===== config.mk =====
export PLATFORM = sky130hd
export DESIGN_NAME = uart_receiver
export DESIGN_NICKNAME = d
export VERILOG_FILES = /design/src/rtl/uart_receiver.sv
export SDC_FILE = /design/constraint.sdc
export NUM_CORES = 1
export LEC_CHECK = 0
export BUFFER_PORTS_ARGS = -buffer_cell sky130_fd_sc_hd__buf_2
export CAP_MARGIN = 20
export CORE_ASPECT_RATIO = 1.25
export CORE_MARGIN = 4
export CORE_UTILIZATION = 62
export DETAILED_ROUTE_END_ITERATION = 10
export GPL_ROUTABILITY_DRIVEN = 1
export PLACE_DENSITY = 0.92
export SLEW_MARGIN = 20
export SYNTH_ARGS = -nofsm -noshare
export SYNTH_HDL_FRONTEND = slang
export SYNTH_SLANG_ARGS = --single-unit

===== constraint.sdc =====
create_clock -name clk_i -period 2.75 [get_ports clk_i]
set_input_delay 0.275 -clock clk_i [delete_from_list [all_inputs] [get_ports clk_i]]
set_output_delay 0.275 -clock clk_i [all_outputs]
set_load 0.02 [all_outputs]

===== src/rtl/uart_receiver.sv =====
// UART receive stage: oversampled start/data/parity/stop deserializer with error pulses.
// Optional RX_MAJORITY_VOTE_EN: each bit decision is a 2-of-3 vote over the last three ticks.
module uart_receiver #(
  parameter int OVERSAMPLE  = 16,
  parameter int SYNC_STAGES = 2
) (
  input  logic       clk_i,
  input  logic       rst_i,
  input  logic       rx_i,
  input  logic       ov_baud_tick_i,
  input  logic [1:0] data_width_i,
  input  logic [1:0] stop_bits_i,
  input  logic [1:0] parity_mode_i,
  input  logic       rx_fifo_full_i,
  output logic [7:0] rx_data_o,
  output logic       rx_done_o,
  output logic       frame_error_o,
  output logic       parity_error_o,
  output logic       overrun_error_o,
  output logic       rx_idle_o
);
  localparam int CW = $clog2(OVERSAMPLE);
  localparam logic [CW-1:0] TICK_HALF = CW'(OVERSAMPLE/2 - 1);
  localparam logic [CW-1:0] TICK_END  = CW'(OVERSAMPLE - 1);

  typedef enum logic [2:0] {
    RX_IDLE, RX_START, RX_DATA, RX_PARITY, RX_STOP, RX_DONE
  } state_t;

  state_t state, state_d;

  logic [SYNC_STAGES-1:0] sync_q;
  logic                   rx, rx_prev, rx_fall;

  always_ff @(posedge clk_i or posedge rst_i)
    if (rst_i) begin
      sync_q  <= '1;
      rx_prev <= 1'b1;
    end else begin
      sync_q  <= {sync_q[SYNC_STAGES-2:0], rx_i};
      rx_prev <= rx;
    end

  assign rx      = sync_q[SYNC_STAGES-1];
  assign rx_fall = rx_prev & ~rx;

  logic bit_val;
`ifdef RX_MAJORITY_VOTE_EN
  // hist_q[0] holds the sample from the previous tick, hist_q[1] the one before it.
  logic [1:0] hist_q;
  always_ff @(posedge clk_i or posedge rst_i)
    if (rst_i)               hist_q <= 2'b11;
    else if (ov_baud_tick_i) hist_q <= {hist_q[0], rx};
  assign bit_val = (hist_q[1] & hist_q[0]) | (hist_q[1] & rx) | (hist_q[0] & rx);
`else
  assign bit_val = rx;
`endif

  logic [CW-1:0] tick_cnt;
  logic [2:0]    bit_cnt;
  logic [7:0]    data_sr;
  logic [1:0]    cfg_width, cfg_stop, cfg_parity;
  logic          stop_ext, ferr_f, perr_f;

  logic       at_half, at_end, at_wait, frame_start, cnt_clr;
  logic [2:0] last_bit;

  assign at_half  = ov_baud_tick_i && (tick_cnt == TICK_HALF);
  assign at_end   = ov_baud_tick_i && (tick_cnt == TICK_END);
  // 1.5 SB waits half a bit after the first stop sample, 2 SB a whole bit.
  assign at_wait  = ov_baud_tick_i && (tick_cnt == (cfg_stop[1] ? TICK_END : TICK_HALF));
  assign last_bit = 3'd4 + {1'b0, cfg_width};

  always_ff @(posedge clk_i or posedge rst_i)
    if (rst_i) state <= RX_IDLE;
    else       state <= state_d;

  always_comb begin
    state_d     = state;
    frame_start = 1'b0;
    cnt_clr     = 1'b0;
    unique case (state)
      RX_IDLE:
        if (rx_fall) begin
          state_d     = RX_START;
          frame_start = 1'b1;
        end
      RX_START:
        if (at_half) begin
          if (!bit_val) begin
            state_d = RX_DATA;
            cnt_clr = 1'b1;
          end else begin
            state_d = RX_IDLE;
          end
        end
      RX_DATA:
        if (at_end && bit_cnt == last_bit)
          state_d = cfg_parity[0] ? RX_PARITY : RX_STOP;
      RX_PARITY:
        if (at_end) state_d = RX_STOP;
      RX_STOP:
        if (!stop_ext && at_end && !cfg_stop[0]) state_d = RX_DONE;
        else if (stop_ext && at_wait)            state_d = RX_DONE;
      RX_DONE:
        // a start edge landing in this cycle would otherwise be lost
        if (rx_fall) begin
          state_d     = RX_START;
          frame_start = 1'b1;
        end else begin
          state_d = RX_IDLE;
        end
      default: state_d = RX_IDLE;
    endcase
  end

  always_ff @(posedge clk_i or posedge rst_i)
    if (rst_i) begin
      tick_cnt   <= '0;
      bit_cnt    <= '0;
      data_sr    <= '0;
      cfg_width  <= '0;
      cfg_stop   <= '0;
      cfg_parity <= '0;
      stop_ext   <= 1'b0;
      ferr_f     <= 1'b0;
      perr_f     <= 1'b0;
    end else if (frame_start) begin
      tick_cnt   <= '0;
      bit_cnt    <= '0;
      data_sr    <= '0;
      cfg_width  <= data_width_i;
      cfg_stop   <= stop_bits_i;
      cfg_parity <= parity_mode_i;
      stop_ext   <= 1'b0;
      ferr_f     <= 1'b0;
      perr_f     <= 1'b0;
    end else begin
      if (ov_baud_tick_i) tick_cnt <= cnt_clr ? '0 : tick_cnt + CW'(1);
      if (at_end) begin
        if (state == RX_DATA) begin
          data_sr[bit_cnt] <= bit_val;
          bit_cnt          <= bit_cnt + 3'd1;
        end
        // unused data_sr MSBs are zero, so a full-word XOR is the data parity
        if (state == RX_PARITY) perr_f <= ^data_sr ^ bit_val ^ cfg_parity[1];
        if (state == RX_STOP && !stop_ext) begin
          ferr_f   <= ~bit_val;
          stop_ext <= 1'b1;
        end
      end
    end

  always_ff @(posedge clk_i or posedge rst_i)
    if (rst_i) begin
      rx_data_o       <= '0;
      rx_done_o       <= 1'b0;
      frame_error_o   <= 1'b0;
      parity_error_o  <= 1'b0;
      overrun_error_o <= 1'b0;
    end else begin
      rx_done_o       <= 1'b0;
      frame_error_o   <= 1'b0;
      parity_error_o  <= 1'b0;
      overrun_error_o <= 1'b0;
      if (state == RX_DONE) begin
        frame_error_o  <= ferr_f;
        parity_error_o <= perr_f;
        if (rx_fifo_full_i) begin
          overrun_error_o <= 1'b1;
        end else begin
          rx_done_o <= 1'b1;
          rx_data_o <= data_sr;
        end
      end
    end

  assign rx_idle_o = (state == RX_IDLE);

endmodule

==> results_dict.tcl, run 1 <==
set metrics [dict create \
    cp_data_required_time_ns 2.93 \
    critPathTopFamily "simple AND/OR/NAND/NOR gates" \
    first_pass_iters 4 \
    ys_warn_count 0 \
    yosys-top-cells-area "dfrtp_1, nand2_1, mux2_2" \
    die_y_um 73.6 \
    drv_slew 0 \
    power_density_nw_per_um2 908 \
    cpPeakStageDelay_ns 0.69 \
    start_kind "register" \
    clkPwrFrac_pct 17.7 \
    cts_tree "done" \
    final_antenna_net_count 0 \
    worst_slack_ns 0.910 \
    rows 23 \
    clkTransAtPathRegs_ns 0.08 \
    cp_data_arrival_time_ns 2.02 \
    pre_cts_ws_ns 0.961 \
    cts_max_path_buffers 2 \
    synth-seq-cells 42 \
    areaGrowthSynthToFinish_pct 9.43 \
    worst-path-buf-inv 0 \
    die_x_um 60.5 \
    finish.utilization_pct 71.9 \
    htreeDepth 2 \
    initial_core_util_pct 65.7 \
    fin_tns_setup_ns 0 \
    overflow 0 \
    routed_wl_mm 3.83 \
    yosysTopAreaCell "dfrtp_1" \
    syn_inst 207 \
    drc 0 \
    synth_top_area_share_pct 45.7 \
    status "complete, no violations" \
    peakVddDrop_mv 0.749 \
    synth-edff-count 0 \
    die_area_um2 4460 \
    switchingPower_uw 773 \
    swShare_pct 36.4 \
    synth-main-ff-cell "dfrtp_1" \
    crit_path_cell_trace "xor2_1, or3_1, nand2_1, mux2i_1" \
    nets 242 \
    cts_setup_buffers 0 \
    dpl.hpwl_mm 2.72 \
    nFillCells 254 \
    crit_fanout 19 \
    vias 1581 \
    drt_iter0_drc 54 \
    grt_max_degree 25 \
    max_freq_mhz 543 \
    final_common_cell "dfrtp_1" \
    synth.avg_cell_area_um2 10.3 \
    p_leak_nw 1.16 \
    layout.cells.non_filler 267 \
    worstSkewPairLatency_ns 0.30 \
    path_class "register to register" \
    combPwrFrac_pct 35.7 \
    drv_cap 0 \
    relSlewSlack_pct 39.7 \
    worst_pin_slew_ns 0.903 \
    grt_util_all_layers_pct 20.3 \
    p_int_mw 1.35 \
    rsz0062_at_grt "no" \
    finalHoldViolCount 0 \
    ctsHoldBuffers 0 \
    skew_ns 0.00850 \
    routedWlPerCell_um 14.4 \
    period_needed_ns 1.84 \
    drive_above_1_share_pct 23.5 \
    grt_pass1_wl_mm 6.60 \
    cp-end-kind "register" \
    p_seq_share_pct 46.6 \
    slowest_stage "dfrtp_1" \
    hp-class "input port to register" \
    synth.distinct_cells 50 \
    cts_root_buf "clkbuf_8" \
    timing.final.crit_share_pct 66.9 \
    io_pins 24 \
    ys_async_sr_fraction_pct 100 \
    final_cell_mix "dfrtp_1, nand2_1, buf_2, nor2_1" \
    core_um2 3250 \
    via_per_inst 5.92 \
    place_inst 259 \
    setup_viol 0 \
    syn_nets 220 \
    cts_resized 0 \
    antenna_found_initial 0 \
    place.gp.congestion 0.831 \
    numCtsBuffers 5 \
    grt_pass1_vias 1468 \
    synth_area_um2 2140 \
    port_buffers 23 \
    clock_sinks 42 \
    synth_seq_area_share_pct 49.4 \
    antenna_cells 0 \
]
[synthesized netlist by cell type, drive strengths merged (3+ instances only)]
cell,instances
nor2b,4
nand2,32
o21ai,10
nor3,5
dfrtp,39
clkbuf,3
nand3,10
nor2,11
nand4,4
mux2i,6
dfstp,3
nand2b,4
xnor2,9
buf,8
a21oi,9
inv,6
xor2,5
and3,5
mux2,8
[sequential cells by signal, summed over array words and instances (netlist names), 2 cells and up]
signal	flops
bit_cnt	3
cfg_parity	2
cfg_stop	2
cfg_width	2
data_sr	8
rx_data_o	8
state	3
sync_q	2
tick_cnt	4
[cell families after synthesis]
family | after synthesis | share of synthesized area, %
multiplexers | 14 | 7.03
AO/OA/AOI/OAI | 33 | 9.72
buffers and inverters | 17 | 4.10
XOR/XNOR | 15 | 6.79
adder cells (fa/ha/maj) | 2 | 1.17
flip-flops | 42 | 49.4
AND/OR/NAND/NOR | 84 | 21.8
[per-layer routing]
metal | vias to the layer above | GRT usage, % | wire, um
li1 | 765 | - | -
met5 | - | 0 | 0
met4 | 0 | 9.64 | 69
met3 | 6 | 6.68 | 249
met1 | 757 | 25.9 | 1610
met2 | 53 | 31.1 | 1910
[stage by stage]
step | hold WS (ns) | area (um2) | power, mW
after floorplan | 0.279 | 2140 | 1.59
after global placement | 0.346 | 2260 | 1.72
after detailed placement | 0.351 | 2260 | 1.76
after CTS | 0.0652 | 2340 | 2.15
after global routing | 0.0586 | 2340 | 2.29
final | 0.0760 | 2340 | 2.12
[worst register-to-register path: stages, from the launching register on]
cell     delay [ns]
dfrtp_1        0.69
xor2_1         0.19
or3_1          0.58
nand2_1        0.17
mux2i_1        0.09
[worst paths after layout]
path,cells past startpoint,slack [ns],from,endpoint
worst min-delay path,1,0.08,rx_i,sync_q[0]
min in group asynchronous,2,0.16,rst_i,data_sr[6]
worst max register to register,4,0.91,state[2],data_sr[5]
worst min register to register,0,0.36,sync_q[0],sync_q[1]
worst max-delay path,4,0.91,state[2],data_sr[5]
max in group asynchronous,3,1.90,rst_i,rx_data_o[2]
[area by class of cell]
cell class / count / area, um2 / area share, %
Sequential cell: 42 / 1050 / 45.1
Clock inverter: 2 / 10.0 / 0.428
Clock buffer: 6 / 72.6 / 3.10
Inverter: 6 / 22.5 / 0.963
Multi-Input combinational cell: 148 / 995 / 42.5
Tap cell: 37 / 46.3 / 1.98
Timing Repair Buffer: 26 / 138 / 5.89
[power by group through the flow]
stage | clock, mW | combinational [mW] | sequential [mW]
global route | 0.418 | 0.852 | 1.02
global placement | 0 | 0.736 | 0.986
detailed placement | 0 | 0.760 | 0.999
floorplan | 0 | 0.641 | 0.950
finish | 0.375 | 0.757 | 0.990
CTS | 0.391 | 0.765 | 0.989
Note: power is estimated with default switching activity, not from simulation.
==> inputs of run 2 (changes only) <==
Settings changed: CORE_UTILIZATION 62 to 52, PLACE_DENSITY 0.92 to 0.83.
Clock period 2.75 ns to 1.64 ns, I/O delays scaled along.
==> results_dict.tcl, run 2 (synthesis results as in run 1) <==
set metrics [dict create \
    power_density_nw_per_um2 1560 \
    clkTransAtPathRegs_ns 0.08 \
    initial_core_util_pct 55.1 \
    port_buffers 23 \
    dr.max_layer_used "met4" \
    core_um2 3880 \
    cp-end-kind "register" \
    cp_data_arrival_time_ns 1.75 \
    place_inst 284 \
    holdPathStages 3 \
    peakVddDrop_mv 1.12 \
    nets 252 \
    grt_pass1_vias 1571 \
    numCtsBuffers 5 \
    skew_ns 0.0105 \
    worst-r2r-cell-count 4 \
    via_per_inst 5.45 \
    hp-start "data_width_i[1]" \
    slowest_stage "dfrtp_1" \
    clock_sinks 42 \
    wl_met1_mm 1.79 \
    dr_wl_met3_um 184 \
    drv_cap 0 \
    cts_max_path_buffers 2 \
    p_leak_nw 1.22 \
    htreeDepth 2 \
    finalHoldViolCount 0 \
    worst_pin_slew_ns 0.508 \
    drv_slew 0 \
    vias 1603 \
    place.gp.congestion 0.899 \
    final_cell_mix "dfrtp_1, nand2_1, buf_2, buf_4, nor2_1" \
    rows 25 \
    path_class "register to register" \
    dr_wl_met2_mm 2.10 \
    max_freq_mhz 644 \
    routedWlPerCell_um 14.1 \
    die_y_um 79.7 \
    hp-class "input port to register" \
    die_area_um2 5210 \
    r2r-start "tick_cnt[3]" \
    finish.utilization_pct 64.2 \
    relSlewSlack_pct 66.1 \
    crit_path_cell_trace "nor3b_1, a21oi_1, a311o_2, o31ai_1" \
    grt_max_degree 43 \
    cts_tree "done" \
    first_pass_iters 4 \
    antenna_found_initial 0 \
    layout.cells.non_filler 294 \
    areaGrowthSynthToFinish_pct 16.5 \
    grt_util_all_layers_pct 18.2 \
    cpPeakStageDelay_ns 0.51 \
    die_x_um 65.3 \
    final_antenna_net_count 0 \
    cts_root_buf "clkbuf_8" \
    start_kind "register" \
    status "complete, no violations" \
    drt_iter0_drc 54 \
    final_common_cell "dfrtp_1" \
    grt_pass1_wl_mm 7.24 \
    routed_wl_mm 4.16 \
    period_needed_ns 1.55 \
    top_regs "data_sr: 8 flops, rx_data_o: 8 flops, tick_cnt: 4 flops" \
    antenna_cells 0 \
    timing.final.crit_share_pct 94.6 \
    cp_data_required_time_ns 1.84 \
    dpl.hpwl_mm 2.95 \
    rsz0062_at_grt "no" \
    drc 0 \
    io_pins 24 \
    fin_tns_setup_ns 0 \
    overflow 0 \
    nFillCells 339 \
    setup_viol 0 \
    worstSkewPairLatency_ns 0.29 \
    crit_start "tick_cnt[3]" \
    drive_above_1_share_pct 27.1 \
    crit_fanout 8 \
]
-- run 2: final cells by class --
type                       instances  area (um2)  area share (%)
sequential                        42        1050            42.4
inverter                           6        22.5           0.905
clock inverter                     3        40.0            1.61
clock buffer                       5        68.8            2.77
timing repair buffer              36         218            8.75
tap                               54        67.6            2.71
multi-input combinational        148        1020            40.9
-- run 2: final timing paths --
kind                                 to  slack, ns
min in group asynchronous        ferr_f       0.53
max                            state[0]       0.09
max reg2reg                    state[0]       0.09
min reg2reg                   sync_q[1]       0.37
min                        cfg_width[1]       0.06
max in group asynchronous     sync_q[1]       0.72
-- run 2: critical path, delay by kind of cell (launching register included) --
family / cells / cell delay [ns]
flip-flops: 1 / 0.51
AND/OR/NAND/NOR: 1 / 0.23
AO/OA/AOI/OAI: 3 / 0.72
-- run 2: through the flow --
step | power, mW | setup slack (ns) | hold WS, ns | area, um2
2_1_floorplan | 2.67 | 0.175 | 0.168 | 2140
3_3_place_gp | 2.99 | 0.131 | 0.269 | 2340
3_5_place_dp | 3.07 | 0.0689 | 0.271 | 2340
4_1_cts | 3.88 | 0.0412 | 0.0506 | 2470
5_1_grt | 4.15 | 0.00250 | 0.0783 | 2490
6_report | 3.88 | 0.0883 | 0.0552 | 2490
-- run 2: metal layers --
metal  GRT usage [%]  vias up
li1                -      775
met1            22.3      772
met2            30.6       46
met3            4.37       10
met4            6.85        0
met5               0        -
-- run 2: what timing repair did --
action | in CTS | in global routing
hold buffers | 2 | 0
endpoints found under the hold margin | 5 | 0
endpoints found under the setup margin | 0 | 11
setup buffers | 0 | 0
resized for setup | 0 | 4
-- run 2: report_power, final --
| part | total (mW) | switching, mW | internal (mW) |
|---|---|---|---|
| registers | 1.60 | 0.271 | 1.32 |
| logic | 1.49 | 0.754 | 0.734 |
| clock network | 0.797 | 0.349 | 0.448 |
| total | 3.88 | 1.37 | 2.51 |
==> inputs of run 3 (changes only) <==
Settings changed: CORE_UTILIZATION 52 to 57, PLACE_DENSITY 0.83 to 0.86.
Clock period 1.64 ns to 1.5 ns, I/O delays scaled along.
==> results_dict.tcl, run 3 (synthesis results as in run 1) <==
set metrics [dict create \
    fin_hold_ws_ns 0.0304 \
    crit_fanout 6 \
    timing.final.crit_share_pct 102 \
    p_leak_nw 1.30 \
    clkTransAtPathRegs_ns 0.08 \
    initial_core_util_pct 60.3 \
    die_x_um 62.8 \
    cts_max_path_buffers 2 \
    die_y_um 76.5 \
    cpPeakStageDelay_ns 0.44 \
    setup_viol 1 \
    drc 0 \
    cp_data_required_time_ns 1.70 \
    fin_tns_setup_ns -0.0225 \
    htreeDepth 2 \
    crit_path_cell_trace "or3b_4, a41oi_1, a311o_2, o22a_1" \
    nets 266 \
    period_needed_ns 1.52 \
    power_density_nw_per_um2 1700 \
    drv_cap 0 \
    final_cell_mix "dfrtp_1, nand2_1, buf_4, buf_2, nor2_1" \
    max_freq_mhz 657 \
    overflow 0 \
    rows 24 \
    worst_slack_ns -0.0225 \
    grt_util_all_layers_pct 20.0 \
    antenna_found_initial 0 \
    vias 1681 \
    stdcell_area_um2 2650 \
    io_pins 24 \
    clock_sinks 42 \
    peakVddDrop_mv 0.888 \
    relSlewSlack_pct 65.5 \
    drv_slew 0 \
    place_inst 280 \
    via_per_inst 5.74 \
    cts_root_buf "clkbuf_8" \
    drive_above_1_share_pct 35.0 \
    final_common_cell "dfrtp_1" \
    routedWlPerCell_um 16.0 \
    cts_tree "done" \
    dpl.hpwl_mm 3.10 \
    hp-class "input port to register" \
    drt_iter0_drc 59 \
    grt_pass1_vias 1615 \
    worst_pin_slew_ns 0.517 \
    finalHoldViolCount 0 \
    routed_wl_mm 4.70 \
    start_kind "register" \
    numCtsBuffers 5 \
    path_class "register to register" \
    core_um2 3540 \
    worstSkewPairLatency_ns 0.31 \
    first_pass_iters 4 \
    violations "setup timing" \
    die_area_um2 4800 \
    p_total_mw 4.50 \
    slowest_stage "dfrtp_1" \
    place.gp.congestion 0.907 \
    antenna_cells 0 \
    skew_ns 0.0132 \
    status "complete, but fails checks" \
    final_antenna_net_count 0 \
    layout.cells.non_filler 293 \
    rsz0062_at_grt "yes" \
    areaGrowthSynthToFinish_pct 24.1 \
    top_regs "data_sr: 8 flops, rx_data_o: 8 flops, tick_cnt: 4 flops" \
    cp-end-kind "register" \
    cp_data_arrival_time_ns 1.72 \
    place_area_um2 2410 \
    grt_max_degree 43 \
    grt_pass1_wl_mm 7.47 \
    port_buffers 23 \
]
run 3: layout make-up:
class                      count  area, um2
clock buffer                   5       68.8
clock inverter                 3       23.8
fill                         248        891
inverter                       6       22.5
multi-input combinational    149       1090
sequential                    42       1060
tap                           39       48.8
timing repair buffer          49        338
run 3: through the flow:
stage          utilization [%]  setup WS, ns
3_3_place_gp              68.1        0.0436
3_5_place_dp              68.1        0.0136
2_1_floorplan                -        0.0350
5_1_grt                   74.9       -0.0746
6_report                  74.9       -0.0225
4_1_cts                   71.7       0.00111
run 3: final timing paths:
path | from | endpoint | slack, ns | cells past startpoint
min reg2reg | sync_q[0] | sync_q[1] | 0.36 | 0
max in group asynchronous | rst_i | tick_cnt[3] | 0.61 | 4
min in group asynchronous | rst_i | rx_data_o[1] | 0.49 | 4
max reg2reg | state[1] | state[1] | -0.02 | 4
max | state[1] | state[1] | -0.02 | 4
min | stop_bits_i[0] | cfg_stop[0] | 0.03 | 3
run 3: repair_timing:
action	CTS	global route
setup buffers	0	1
hold buffers	2	0
pin swaps	1	4
gates resized for setup	3	24
endpoints found under the setup margin	2	31
endpoints found under the hold margin	40	0
cloned	1	1
run 3: worst max-delay path, delay by kind of cell, from the launching register on:
kind	cells	cell delay, ns
AO/OA/AOI/OAI	3	0.67
flip-flops	1	0.44
AND/OR/NAND/NOR	1	0.31
run 3: power by group:
part           total (mW)  leakage (nW)  internal, mW  switching, mW
logic                2.00         0.724          1.04          0.962
registers            1.75         0.538          1.45          0.297
clock network       0.757        0.0408         0.333          0.425
run 3: per-layer routing:
layer  part of all wire (%)  vias to the layer above  wire length [um]  track usage (%)
li1                       -                      811                 -                -
met1                     41                      820              1910             24.0
met2                     53                       43              2480             33.9
met3                    4.9                        7               231             4.87
met4                    1.7                        0                79             8.83
met5                      0                        -                 0                0
